[src/rtl/conv3x3_sched.sv]
// Window sequencer for the 3x3 conv MAC: walks every valid window per filter and
// tags each MAC result with its linear ofmap address after the fixed MAC latency.
module conv3x3_sched #(
  parameter int IMG_W   = 28,
  parameter int IMG_H   = 28,
  parameter int NUM_CH  = 8,
  parameter int MAC_LAT = 3,
  parameter int OUT_AW  = 13,
  localparam int RW = $clog2(IMG_H),
  localparam int CW = $clog2(IMG_W),
  localparam int SW = (NUM_CH > 1) ? $clog2(NUM_CH) : 1
) (
  input  logic              clk,
  input  logic              rst,
  input  logic              start,
  input  logic              win_ready,
  output logic              win_valid,
  output logic [RW-1:0]     win_row,
  output logic [CW-1:0]     win_col,
  output logic [SW-1:0]     wt_sel,
  output logic              res_valid,
  output logic [OUT_AW-1:0] res_addr,
  output logic              busy,
  output logic              done
);

  localparam logic [RW-1:0] ROW_LAST = RW'(IMG_H - 3);
  localparam logic [CW-1:0] COL_LAST = CW'(IMG_W - 3);
  localparam logic [SW-1:0] SEL_LAST = SW'(NUM_CH - 1);

  typedef enum logic [1:0] {
    S_IDLE  = 2'd0,
    S_RUN   = 2'd1,
    S_DRAIN = 2'd2,
    S_DONE  = 2'd3
  } state_t;

  state_t              state_r;
  logic [RW-1:0]       row_r;
  logic [CW-1:0]       col_r;
  logic [SW-1:0]       sel_r;
  logic [OUT_AW-1:0]   issue_addr_r;
  logic                busy_r;
  logic                done_r;
  logic                sr_vld_r  [MAC_LAT];
  logic [OUT_AW-1:0]   sr_addr_r [MAC_LAT];
  logic                pipe_empty_s;

  assign win_valid = (state_r == S_RUN) && win_ready;
  assign win_row   = row_r;
  assign win_col   = col_r;
  assign wt_sel    = sel_r;
  assign busy      = busy_r;
  assign done      = done_r;
  assign res_valid = sr_vld_r[MAC_LAT-1];
  assign res_addr  = sr_addr_r[MAC_LAT-1];

  // The oldest stage retires this cycle, so only the younger stages keep the pass alive.
  always_comb begin
    pipe_empty_s = 1'b1;
    for (int i = 0; i < MAC_LAT - 1; i++) begin
      pipe_empty_s = pipe_empty_s & ~sr_vld_r[i];
    end
  end

  // Pass control and window counters: filter outermost, then row, then column.
  always_ff @(posedge clk or posedge rst) begin
    if (rst) begin
      state_r      <= S_IDLE;
      row_r        <= '0;
      col_r        <= '0;
      sel_r        <= '0;
      issue_addr_r <= '0;
      busy_r       <= 1'b0;
      done_r       <= 1'b0;
    end else begin
      case (state_r)
        S_IDLE: begin
          done_r <= 1'b0;
          if (start) begin
            state_r <= S_RUN;
            busy_r  <= 1'b1;
          end
        end
        S_RUN: begin
          if (win_ready) begin
            issue_addr_r <= issue_addr_r + OUT_AW'(1);
            if (col_r == COL_LAST) begin
              col_r <= '0;
              if (row_r == ROW_LAST) begin
                row_r <= '0;
                if (sel_r == SEL_LAST) begin
                  sel_r        <= '0;
                  issue_addr_r <= '0;
                  state_r      <= S_DRAIN;
                end else begin
                  sel_r <= sel_r + SW'(1);
                end
              end else begin
                row_r <= row_r + RW'(1);
              end
            end else begin
              col_r <= col_r + CW'(1);
            end
          end
        end
        S_DRAIN: begin
          if (pipe_empty_s) begin
            state_r <= S_DONE;
            busy_r  <= 1'b0;
            done_r  <= 1'b1;
          end
        end
        S_DONE: begin
          state_r <= S_IDLE;
          done_r  <= 1'b0;
        end
        default: begin
          state_r <= S_IDLE;
          busy_r  <= 1'b0;
          done_r  <= 1'b0;
        end
      endcase
    end
  end

  // Valid/address delay line matching the MAC pipeline; it never stalls.
  always_ff @(posedge clk or posedge rst) begin
    if (rst) begin
      for (int i = 0; i < MAC_LAT; i++) begin
        sr_vld_r[i]  <= 1'b0;
        sr_addr_r[i] <= '0;
      end
    end else begin
      sr_vld_r[0]  <= win_valid;
      sr_addr_r[0] <= issue_addr_r;
      for (int i = 1; i < MAC_LAT; i++) begin
        sr_vld_r[i]  <= sr_vld_r[i-1];
        sr_addr_r[i] <= sr_addr_r[i-1];
      end
    end
  end

endmodule

[config.mk]
export PLATFORM = sky130hd
export DESIGN_NAME = conv3x3_sched
export DESIGN_NICKNAME = d
export VERILOG_FILES = /design/src/rtl/conv3x3_sched.sv
export SDC_FILE = /design/constraint.sdc
export NUM_CORES = 1
export LEC_CHECK = 0
export CORE_MARGIN = 3
export CORE_UTILIZATION = 40
export DETAILED_ROUTE_END_ITERATION = 8
export PLACE_DENSITY = 0.68
export SYNTH_ARGS = -nofsm -noshare
export SYNTH_HDL_FRONTEND = slang
export SYNTH_SLANG_ARGS = --single-unit
[constraint.sdc]
create_clock -name clk -period 3.6 [get_ports clk]
set_input_delay 1.08 -clock clk [delete_from_list [all_inputs] [get_ports clk]]
set_output_delay 1.08 -clock clk [all_outputs]
set_load 0.005 [all_outputs]
======== Yosys cells after proc, flatten, opt, wreduce, memory -nomap -nowiden ========
Cells that the tools add are included.
operators by class
  add/sub/neg operators ................... 4
  eq/ne operators ......................... 12
  muxes and demuxes ....................... 18
  bitwise operators ....................... 3
  reductions and logical operators ........ 11
operator list
  cell                   count
  $mux 13                3
  $add 13x1->13 const B  1
  $mux 2                 6
  $add 5x1->5 const B    2
  $eq 5x5->1 const B     2
  $mux 5                 2
  $pmux 2 s4             1
  $ne 2x1->1 const B     3
  $ne 2x2->1 const B     3
  $reduce_and 3->1       2
  $reduce_and 6->1       1
  $eq 2x2->1 const B     2
  $pmux 1 s2             2
  $reduce_and 2->1       2
  $reduce_and 4->1       1
  $reduce_bool 2->1      2
  $add 3x1->3 const B    1
  $eq 3x3->1 const B     1
  $mux 1                 3
  $mux 3                 1
  $eq 2x1->1 const B     1
  $logic_not 2->1        1
  $not 1->1              2
  $reduce_or 2->1        1
  other kinds (2)        2
storage, ports and cells
  register bits ........................... 72
  input bits .............................. 4
  output and inout bits ................... 30
  logic and storage cells ................. 61

======== Depth between registers and ports, before layout ========
  depth after elaboration ................. 6
  depth in mapped cells ................... 8
  mapped depth without buffers ............ 7

======== Worst setup path before layout ========
No wires, ideal clock.
  kind .................................... in2out
  start ................................... input win_ready
  end ..................................... output win_valid
  data arrival time ....................... 1377 ps
  data required time ...................... 2520 ps
  path slack .............................. 1143 ps
  stages on the path ...................... 3
  path buffers ............................ 1
  path through ............................ nand2_2 > inv_1 > buf_2
on the way
  cells in the longest elaborated chain, start to end .. 1
RTL lines
  item               line  source
  start, declared    16    input logic win_ready,
  $logic_and 1x1->1  49    assign win_valid = (state_r == S_RUN) && win_ready;
  end, declared      17    output logic win_valid,
Every way passes these cells.

======== Worst setup path in the final report ========
Ends and elaborated chain as after synthesis.

==> flow_summary.toml <==
[clocking]
clkLatencyLatePin_ns = 0.35
cts-root-to-sink-buffers = 2
cts_tree = "done"
post_cts_buffers = 0
ctsHoldBuffers = 0
cts_max_level = 3
ctsResizeCount = 0
cts.sinks = 72
cts_buffers = 9
path_clk_slew_ns = 0.08
cts-root-buf = "clkbuf_8"

[worst_setup_path]
worstPathRequired_ns = 2.52
cpPeakStageDelay_ns = 0.51
crit_buf_inv = 3
critical_path_class = "in -> out"
crit_top_cell = "clkdlybuf4s50_1"
crit_slowest_cell = "clkdlybuf4s50_1"
critical_path.top_delay_family = "buffers and inverters"
worstPathCellList = "clkdlybuf4s50_1 > nand2_2 > inv_1 > clkdlybuf4s50_1"
worstPathArrival_ns = 2.26
cp-start-kind = "input pin"
cp-end-kind = "output pin"
path_max_fanout = 3

[yosys]
ys_types = 35
syn_avg_cell_area_sq_um = 12.70
ys_seq_area_frac = 0.6599
netlist_instances = 215
synth_seq_cells = 72
synthesis.nets = 230
syn_area_sq_um = 2730
ys_warn_count = 0

[placement]
io_buffers = 33
dp_hpwl_mm = 2.791
place_congestion = 0.7805

[global_routing]
track_usage = 0.1281
grt_pass1_wl_mm = 7.431
grt_max_degree = 45
grt_overflow = 0
grt_pass1_vias = 1606
antenna_found_initial = 0

[floorplanning]
dieArea_sq_um = 7853
core_area_sq_um = 6495
io_pins = 34
start_util = 0.4203
die_y_um = 88.62
placementRows = 29
die_width_um = 88.62

[sta]
period_share = 0.9274
setup_violations = 0
hold_violations = 0
slew-limit-headroom = 0.5773
fmax_mhz = 299.5
skew_ns = 0.01194
rsz0062_at_grt = "false"
period_minus_slack_ns = 3.338
worst-slew-pin-transition_ns = 0.6331
slew_viol_final = 0
tns_ns = 0

[worst_hold_path]
hold_path.class = "reg -> reg"

[finish]
drive_above_1_share = 0.1200
final_cell_mix = "72 x dfrtp_1, 33 x clkdlybuf4s50_1, 14 x nor2_1, 14 x nand2_1, 11 x ha_1"
layout_commonest_cell = "dfrtp_1"
area_growth_pct = 19.43
final_nets = 260
antenna_cells = 0

[power_and_ir_drop]
clkPwrFrac = 0.310
p_leak_nw = 1.503
p_comb_frac = 0.135
power_density_nw_per_um2 = 574.8
p_int_mw = 1.354
p_sw_mw = 0.5202
swShare = 0.2776
p_seq_frac = 0.554
finalPower_mw = 1.874
peakVddDrop_v = 0.0002207

[routing]
wire_per_inst_um = 12.67
viasPerCell = 4.902
drt_pass1_iterations = 4
vias = 1603
first_iter_violations = 78
ant_nets = 0
drc_errors = 0
totalWireLength_mm = 4.142

[run_status]
status = "finished, final reports clean"

[flow_run]
max_cap_viol_count = 0
[kinds of logic (layout without fill, tap and decap cells)]
group | Yosys count | after routing | synth area share
DFF | 72 | 72 | 0.6599
and+or+nand+nor | 64 | 64 | 0.1224
buffers and inverters | 27 | 62 | 0.05683
AOI/OAI and AO/OA | 26 | 26 | 0.05729
adders and majority gates | 11 | 11 | 0.05041
xor gates and xnor gates | 9 | 9 | 0.02887
muxes | 6 | 6 | 0.02429
[routing by layer]
metal / wire length [um] / share of wire / track usage / vias to the layer above
met5: 0 / 0 / 0 / -
met4: 97 / 0.023 / 0.07555 / 0
met3: 134 / 0.032 / 0.04469 / 7
met2: 2070 / 0.50 / 0.1971 / 37
met1: 1840 / 0.44 / 0.1559 / 779
li1: - / - / - / 780
[metrics by stage]
stage | cell area (sq um) | hold WS, ns | std cells | util | worst slack, ns
after floorplan | 2730 | 0.3312 | 215 | - | 0.6951
after global placement | 3078 | 0.3318 | 311 | 0.4739 | 0.2444
after detailed placement | 3078 | 0.3347 | 311 | 0.4739 | 0.2442
after CTS | 3261 | 0.3541 | 327 | 0.5020 | 0.2444
after global routing | 3261 | 0.3596 | 327 | 0.5020 | 0.1900
final | 3261 | 0.3523 | 327 | 0.5020 | 0.2615
[power groups by stage]
stage | combinational [mW] | clock (mW) | sequential, mW
2_1_floorplan | 0.148 | 0 | 1.04
3_3_place_gp | 0.251 | 0 | 1.05
3_5_place_dp | 0.261 | 0 | 1.06
4_1_cts | 0.261 | 0.604 | 1.04
5_1_grt | 0.287 | 0.641 | 1.06
6_report | 0.253 | 0.582 | 1.04
[worst paths after layout]
path                       slack [ns]     startpoint  cells after the start               end
setup / recovery                 0.26      win_ready                      4         win_valid
hold / removal                   0.35  sr_addr_r[24]                      0      res_addr[11]
setup reg to reg                 1.65     state_r[1]                      7  issue_addr_r[11]
hold reg to reg                  0.35  sr_addr_r[24]                      0      res_addr[11]
max in group asynchronous        1.84            rst                      3   issue_addr_r[6]
min in group asynchronous        1.14            rst                      2        win_col[1]
[area by class of cell]
cell class                 count  area, sq um
clock buffer                   9        123.9
multi-input combinational    116        773.2
timing repair buffer          37        372.9
inverter                       9        33.78
clock inverter                 7        58.81
fill                         562         3234
tap                           77        96.34
sequential                    72         1802
[flip-flops by register name, indices dropped and copies added, names as in the netlist]
register,cells
sr_addr_r,26
issue_addr_r,13
res_addr,13
win_col,5
win_row,5
wt_sel,3
sr_vld_r,2
state_r,2
busy,1
done,1
res_valid,1
[worst register-to-register path, cell delays in order, from the launching register on]
cell and delay [ns]:
dfrtp_1 0.39, inv_1 0.11, ha_1 0.25, nand2_2 0.07, buf_4 0.17, or2_4 0.26, or4_1 0.49, a21oi_1 0.15
[cell usage after synthesis]
| cell | instances | share of area |
|---|---|---|
| dfrtp_1 | 72 | 0.66 |
| buf_4 | 13 | 0.036 |
| nand3b_1 | 1 | 0.0028 |
| o21a_1 | 1 | 0.0028 |
| xor2_1 | 3 | 0.0096 |
| nor3_1 | 6 | 0.011 |
| nand3_2 | 1 | 0.0037 |
| or3_1 | 3 | 0.0069 |
| a21oi_1 | 5 | 0.0092 |
| nand3_1 | 6 | 0.011 |
| or2_1 | 1 | 0.0023 |
| nor2b_1 | 1 | 0.0023 |
| o31ai_1 | 3 | 0.0082 |
| a31oi_1 | 2 | 0.0046 |
| nor2_1 | 14 | 0.019 |
| a21o_1 | 3 | 0.0082 |
| nor4_1 | 3 | 0.0069 |
| nand2_2 | 2 | 0.0046 |
| nand2_1 | 14 | 0.019 |
| buf_2 | 4 | 0.0073 |
| nand4_1 | 6 | 0.014 |
| and2_1 | 1 | 0.0023 |
| or2_4 | 1 | 0.0032 |
| ha_1 | 11 | 0.050 |
| clkbuf_1 | 1 | 0.0014 |
| and4b_1 | 2 | 0.0073 |
| nand4b_1 | 1 | 0.0032 |
| or4_1 | 1 | 0.0028 |
| inv_1 | 9 | 0.012 |
| xnor2_1 | 6 | 0.019 |
| a21boi_1 | 1 | 0.0028 |
| o21ai_0 | 10 | 0.018 |
| mux2_2 | 5 | 0.021 |
| o221ai_1 | 1 | 0.0032 |
| mux2i_1 | 1 | 0.0037 |
No activity file was read; power rests on OpenSTA's default activity.
